===== src/rtl/trng_pkg.sv =====
// trng_pkg: shared widths and defaults for the TRNG collector slice.
// Word/byte widths, default parameters, fifo_level width helper.
package trng_pkg;

   localparam int WORD_W         = 32;
   localparam int BYTE_W         = 8;
   localparam int DEF_FIFO_DEPTH = 8;
   localparam int DEF_REP_LIMIT  = 16;
   localparam int DEF_WARMUP     = 8;

   // Level counter must hold 0..DEPTH inclusive.
   function automatic int lvl_w(input int depth);
      return $clog2(depth) + 1;
   endfunction

endpackage


===== src/rtl/trng_fifo.sv =====
// trng_fifo: synchronous first-word-fall-through word FIFO.
// Ports: clk, rst (async high), i_push/i_data, i_pop, i_flush,
//        o_data (head, 0 when empty), o_valid, o_full, o_level.
module trng_fifo
   import trng_pkg::*;
#(
   parameter int DEPTH = DEF_FIFO_DEPTH
) (
   input  logic                     clk,
   input  logic                     rst,
   input  logic                     i_push,
   input  logic [WORD_W-1:0]        i_data,
   input  logic                     i_pop,
   input  logic                     i_flush,
   output logic [WORD_W-1:0]        o_data,
   output logic                     o_valid,
   output logic                     o_full,
   output logic [lvl_w(DEPTH)-1:0]  o_level
);

   localparam int AW = $clog2(DEPTH);
   localparam int LW = lvl_w(DEPTH);

   logic [WORD_W-1:0] r_mem [DEPTH];
   logic [AW-1:0]     r_wr;
   logic [AW-1:0]     r_rd;
   logic [LW-1:0]     r_level;
   logic              w_push;
   logic              w_pop;

   assign o_full  = (r_level == LW'(DEPTH));
   assign o_valid = (r_level != '0);
   assign o_level = r_level;
   assign o_data  = o_valid ? r_mem[r_rd] : '0;

   assign w_push = i_push & ~o_full;
   assign w_pop  = i_pop & o_valid;

   always_ff @(posedge clk or posedge rst) begin
      if (rst) begin
         r_wr    <= '0;
         r_rd    <= '0;
         r_level <= '0;
      end else if (i_flush) begin
         r_wr    <= '0;
         r_rd    <= '0;
         r_level <= '0;
      end else begin
         if (w_push) r_wr <= r_wr + 1'b1;
         if (w_pop)  r_rd <= r_rd + 1'b1;
         unique case ({w_push, w_pop})
            2'b10:   r_level <= r_level + 1'b1;
            2'b01:   r_level <= r_level - 1'b1;
            default: ;
         endcase
      end
   end

   always_ff @(posedge clk) begin
      if (w_push && !i_flush) r_mem[r_wr] <= i_data;
   end

endmodule


===== src/rtl/trng_collector.sv =====
// trng_collector: gates the TRNG core, drops warm-up bytes, runs a
// repetition-count health test and packs bytes into FIFO'd words.
// Ports: clk, rst (async high), enable, trng_en, raw[7:0],
//        out_valid/out_ready/out_data[31:0], health_fail, clr_fail,
//        fifo_level. Macro TRNG_VN_DEBIAS_EN selects von Neumann
//        debiasing in place of plain 4-byte packing.
module trng_collector
   import trng_pkg::*;
#(
   parameter int FIFO_DEPTH = DEF_FIFO_DEPTH,
   parameter int REP_LIMIT  = DEF_REP_LIMIT,
   parameter int WARMUP     = DEF_WARMUP
) (
   input  logic                          clk,
   input  logic                          rst,
   input  logic                          enable,
   output logic                          trng_en,
   input  logic [BYTE_W-1:0]             raw,
   output logic                          out_valid,
   input  logic                          out_ready,
   output logic [WORD_W-1:0]             out_data,
   output logic                          health_fail,
   input  logic                          clr_fail,
   output logic [lvl_w(FIFO_DEPTH)-1:0]  fifo_level
);

   logic              r_en;
   logic              r_fail;
   logic [7:0]        r_warm;
   logic [7:0]        r_rep;
   logic [7:0]        r_last;

   logic              w_full;
   logic              w_restart;
   logic              w_live;
   logic [7:0]        w_rep_nxt;
   logic              w_trip;
   logic              w_pack;
   logic              w_push;
   logic [WORD_W-1:0] w_word;

   // enable is registered so trng_en depends only on flops.
   assign trng_en     = r_en & ~r_fail & ~w_full;
   assign health_fail = r_fail;

   assign w_restart = clr_fail | (r_en & ~enable);
   // A restart swallows any byte accepted on the same edge.
   assign w_live    = trng_en & ~w_restart & (r_warm == 8'd0);
   assign w_rep_nxt = (raw == r_last) ? r_rep + 8'd1 : 8'd1;
   assign w_trip    = w_live & (w_rep_nxt == 8'(REP_LIMIT));
   assign w_pack    = w_live & ~w_trip;

   always_ff @(posedge clk or posedge rst) begin
      if (rst) begin
         r_en   <= 1'b0;
         r_fail <= 1'b0;
         r_warm <= 8'(WARMUP);
         r_rep  <= 8'd0;
         r_last <= 8'd0;
      end else begin
         r_en <= enable;
         if (w_restart) begin
            r_warm <= 8'(WARMUP);
            r_rep  <= 8'd0;
            r_last <= 8'd0;
            if (clr_fail) r_fail <= 1'b0;
         end else if (trng_en) begin
            if (r_warm != 8'd0) begin
               r_warm <= r_warm - 8'd1;
            end else begin
               r_rep  <= w_rep_nxt;
               r_last <= raw;
               if (w_trip) r_fail <= 1'b1;
            end
         end
      end
   end

`ifdef TRNG_VN_DEBIAS_EN
   logic [WORD_W-1:0] r_vword;
   logic [4:0]        r_vcnt;
   logic [WORD_W-1:0] w_vword_nxt;
   logic [5:0]        w_vcnt_nxt;
   logic              w_vpush;
   logic [WORD_W-1:0] w_vout;

   // Walk the four pairs LSB first; at most one word can fill per byte.
   always_comb begin
      w_vword_nxt = r_vword;
      w_vcnt_nxt  = {1'b0, r_vcnt};
      w_vpush     = 1'b0;
      w_vout      = '0;
      for (int i = 0; i < 4; i++) begin
         if (raw[2*i] ^ raw[2*i+1]) begin
            w_vword_nxt[w_vcnt_nxt[4:0]] = raw[2*i+1];
            w_vcnt_nxt = w_vcnt_nxt + 6'd1;
            if (w_vcnt_nxt == 6'd32) begin
               w_vpush     = 1'b1;
               w_vout      = w_vword_nxt;
               w_vword_nxt = '0;
               w_vcnt_nxt  = '0;
            end
         end
      end
   end

   assign w_push = w_pack & w_vpush;
   assign w_word = w_vout;

   always_ff @(posedge clk or posedge rst) begin
      if (rst) begin
         r_vword <= '0;
         r_vcnt  <= '0;
      end else if (w_restart || w_trip) begin
         r_vword <= '0;
         r_vcnt  <= '0;
      end else if (w_pack) begin
         r_vword <= w_vword_nxt;
         r_vcnt  <= w_vcnt_nxt[4:0];
      end
   end
`else
   logic [23:0] r_word;
   logic [1:0]  r_bcnt;

   // The 4th byte goes straight into the pushed word, never stored.
   assign w_push = w_pack & (r_bcnt == 2'd3);
   assign w_word = {raw, r_word};

   always_ff @(posedge clk or posedge rst) begin
      if (rst) begin
         r_word <= '0;
         r_bcnt <= '0;
      end else if (w_restart || w_trip) begin
         r_word <= '0;
         r_bcnt <= '0;
      end else if (w_pack) begin
         unique case (r_bcnt)
            2'd0:    r_word[7:0]   <= raw;
            2'd1:    r_word[15:8]  <= raw;
            2'd2:    r_word[23:16] <= raw;
            default: ;
         endcase
         r_bcnt <= r_bcnt + 2'd1;
      end
   end
`endif

   trng_fifo #(
      .DEPTH (FIFO_DEPTH)
   ) u_fifo (
      .clk     (clk),
      .rst     (rst),
      .i_push  (w_push),
      .i_data  (w_word),
      .i_pop   (out_valid & out_ready),
      .i_flush (w_trip),
      .o_data  (out_data),
      .o_valid (out_valid),
      .o_full  (w_full),
      .o_level (fifo_level)
   );

endmodule


===== config.mk =====
export PLATFORM = sky130hd
export DESIGN_NAME = trng_collector
export DESIGN_NICKNAME = d
export VERILOG_FILES = /design/src/rtl/trng_pkg.sv /design/src/rtl/trng_fifo.sv /design/src/rtl/trng_collector.sv
export SDC_FILE = /design/constraint.sdc
export NUM_CORES = 1
export LEC_CHECK = 0
export ABC_AREA = 0
export BUFFER_PORTS_ARGS = -buffer_cell sky130_fd_sc_hd__buf_2
export CELL_PAD_IN_SITES_DETAIL_PLACEMENT = 0
export CELL_PAD_IN_SITES_GLOBAL_PLACEMENT = 1
export CORE_ASPECT_RATIO = 0.9
export CORE_MARGIN = 4
export CORE_UTILIZATION = 57
export CTS_CLUSTER_SIZE = 28
export DETAILED_ROUTE_END_ITERATION = 6
export PLACE_DENSITY_LB_ADDON = 0.12
export SYNTH_ARGS = -nofsm -noshare
export SYNTH_HDL_FRONTEND = slang
export SYNTH_SLANG_ARGS = --single-unit

===== constraint.sdc =====
create_clock -name clk -period 11.15 [get_ports clk]
set_input_delay 2.7875 -clock clk [delete_from_list [all_inputs] [get_ports clk]]
set_output_delay 2.7875 -clock clk [all_outputs]
set_load 0.005 [all_outputs]

==> out/metrics.cfg <==
[cts]
clk_pin_slew_ns = 0.06
post-cts-setup-buffers = 0
cts_hold_buf = 0
cts_resized = 0
cts_root_buf = clkbuf_16
htreeDepth = 1
clock_tree.buffer_depth = 3
clkSinkCount = 318
cts_tree = yes
clk_latency_ns = 0.56
numCtsBuffers = 31

[finish]
drive_above_1_share = 0.2619
nNetsFinal = 780
area_delta_synth_final_pct = 13.35
diodes = 0

[grt]
grt_max_degree = 63
antenna_found_initial = 0
grt_overflow = 0
grt_pass1_wl_mm = 40.81
first_global_vias = 6750
grt_usage = 0.2214

[power_and_ir_drop]
seqPwrFrac = 0.461
power_mw = 2.975
p_int_mw = 2.166
p_switching_mw = 0.8088
p_leak_nw = 5.025
clockPowerShare = 0.337
power_frac_comb = 0.202
ir_drop_v = 0.0001490
swShare = 0.2718
powerDensity_mw_per_mm2 = 206.9

[floorplanning]
io_pins = 52
num_rows = 51
die_area_mm2 = 0.02471
die_w_um = 165.3
fp.dieH_um = 149.5
core_area_mm2 = 0.02176
start_util = 0.5831

[synthesis]
syn_avg_cell_area_um2 = 18.58
synth_seq_cells = 318
synthArstFlopShare = 0.1950
synth_fp_nets = 709
seq_area_frac_synth = 0.7282
syn-cell-area_mm2 = 0.01269
synth_top_flop_cell = edfxtp_1
syn-instance-count = 683
synth.distinct_cells = 43
synth_top_area_cell = edfxtp_1
synth_edf_count = 256
synth_top_area_frac = 0.6059
synth_area_leaders = edfxtp_1, dfrtp_1, mux4_2
ys.warnings.count = 0

[setup_path]
crit_chain = buf_4 > mux4_2 > mux2i_1 > nor2_1 > buf_2
path_class = reg -> out
cpPeakStageDelay_ns = 0.77
cp_max_fo = 41
startpoint_type = flip-flop
critical_path_required_ns = 8.36
arrival_ns = 3.20
slowest_stage = buf_4
critPathCaptureType = primary output

[sta]
skew_ns = 0.01188
setup-violations-final = 0
slew_violations = 0
whs_ns = 0.5140
rsz0062_at_grt = false
tightest_slew_ns = 1.240
fmax_mhz = 167.1
setup_ws_ns = 5.165
final.period_utilization = 0.5368
tns_ns = 0
hold_viol = 0
slew_headroom = 0.1663
finalCriticalPeriod_ns = 5.985

[detailed_routing]
wl_mm = 25.96
vias_per_cell = 6.111
drc_errors = 0
wl_per_cell_um = 24.26
drt_iter0_drc = 550
vias = 6539
antenna_left = 0
dr.pass1.iters = 5

[status]
status = completed

[place]
dp_hpwl_mm = 14.82
place_congestion = 0.7769
io_buffer_count = 51
dp_slack_ns = 4.703

[hold_path]
hp-class = reg -> reg

[run]
maxCapViolCount = 0

power by group through the flow:
stage	registers, mW	logic [mW]	clock network, mW
after CTS	1.38	0.616	1.02
after global placement	1.40	0.604	0
after global routing	1.38	0.661	1.08
after detailed placement	1.40	0.614	0
after floorplan	1.34	0.462	0
final	1.37	0.602	1.00
kinds of logic after synthesis:
group,Yosys count,synth area share
mux,98,0.1404
simple gates,121,0.04950
compound gates,69,0.04043
xor+xnor,23,0.01588
flops,318,0.7282
buf+inv,41,0.01213
fa+ha+maj,13,0.01341
per-stage QoR:
| stage | instance area, um2 | util | std cells |
|---|---|---|---|
| 3_3_place_gp | 13380 | 0.6150 | 1012 |
| 2_1_floorplan | 12690 | - | 683 |
| 5_1_grt | 14380 | 0.6610 | 1070 |
| 6_report | 14380 | 0.6610 | 1070 |
| 3_5_place_dp | 13380 | 0.6150 | 1012 |
| 4_1_cts | 14380 | 0.6610 | 1070 |
sequential cells by signal, summed over array words and instances, names as in the netlist:
| register | count |
|---|---|
| r_word | 24 |
| r_bcnt | 2 |
| u_fifo.o_level | 4 |
| u_fifo.r_mem | 256 |
| health_fail | 1 |
| r_rep | 8 |
| u_fifo.r_rd | 3 |
| r_warm | 8 |
| u_fifo.r_wr | 3 |
| r_en | 1 |
| r_last | 8 |
routing by layer:
| layer | track usage | part of all wire |
|---|---|---|
| met2 | 0.3639 | 0.50 |
| met4 | 0.04200 | 0.017 |
| met1 | 0.3289 | 0.44 |
| met5 | 0 | 0 |
| met3 | 0.02699 | 0.050 |
synth_stat cells (5+ instances only):
cell,n
inv_1,13
o31ai_1,5
o21ai_0,13
dfrtp_1,61
a21oi_1,8
xnor2_1,5
mux2i_1,34
ha_1,12
nor2_1,62
buf_1,9
nor4_1,5
mux4_2,64
clkbuf_1,19
edfxtp_1,256
a22o_1,34
xor2_1,18
nand2_1,16
worst paths after layout:
check,startpoint,cells after the start,slack (ns),end
min in group asynchronous,rst,3,2.45,r_warm[0]
hold / removal,health_fail,1,0.51,health_fail
setup / recovery,u_fifo.r_rd[0],5,5.17,out_data[27]
max in group asynchronous,rst,3,8.09,u_fifo.r_rd[0]
hold reg to reg,health_fail,1,0.51,health_fail
setup reg to reg,r_last[2],11,7.30,u_fifo.o_level[3]
cell type report:
class	count	area [um2]
Sequential cell	318	9246
Multi-Input combinational cell	324	3356
Timing Repair Buffer	66	367.9
Fill cell	1475	7377
Clock inverter	18	140.1
Tap cell	291	364.1
Clock buffer	40	859.6
Inverter	13	48.80
layout by cell type, fill, tap and decap left out, drive strengths merged, types with 2 or more instances in the layout:
master	count
mux4	64
or2	2
xor2	18
and3	2
dfrtp	61
o31ai	5
mux2i	34
ha	12
nor4	6
or3	4
nand2	16
clkinv	12
nor2b	2
buf	66
a21oi	8
clkinvlp	4
nand2b	4
nor3	4
nand3	4
inv	14
clkbuf	40
nand4	4
xnor2	5
o21ai	13
a21o	3
nor4b	6
a22o	34
o41ai	2
edfxtp	256
nor2	62
critical path, delay by kind of cell (launching register included):
kind	cells	cell delay, ns
buffers and inverters	2	0.96
multiplexers	2	0.79
AND/OR/NAND/NOR	1	0.09
flip-flops	1	0.76
Power figures use the tool's default switching activity.
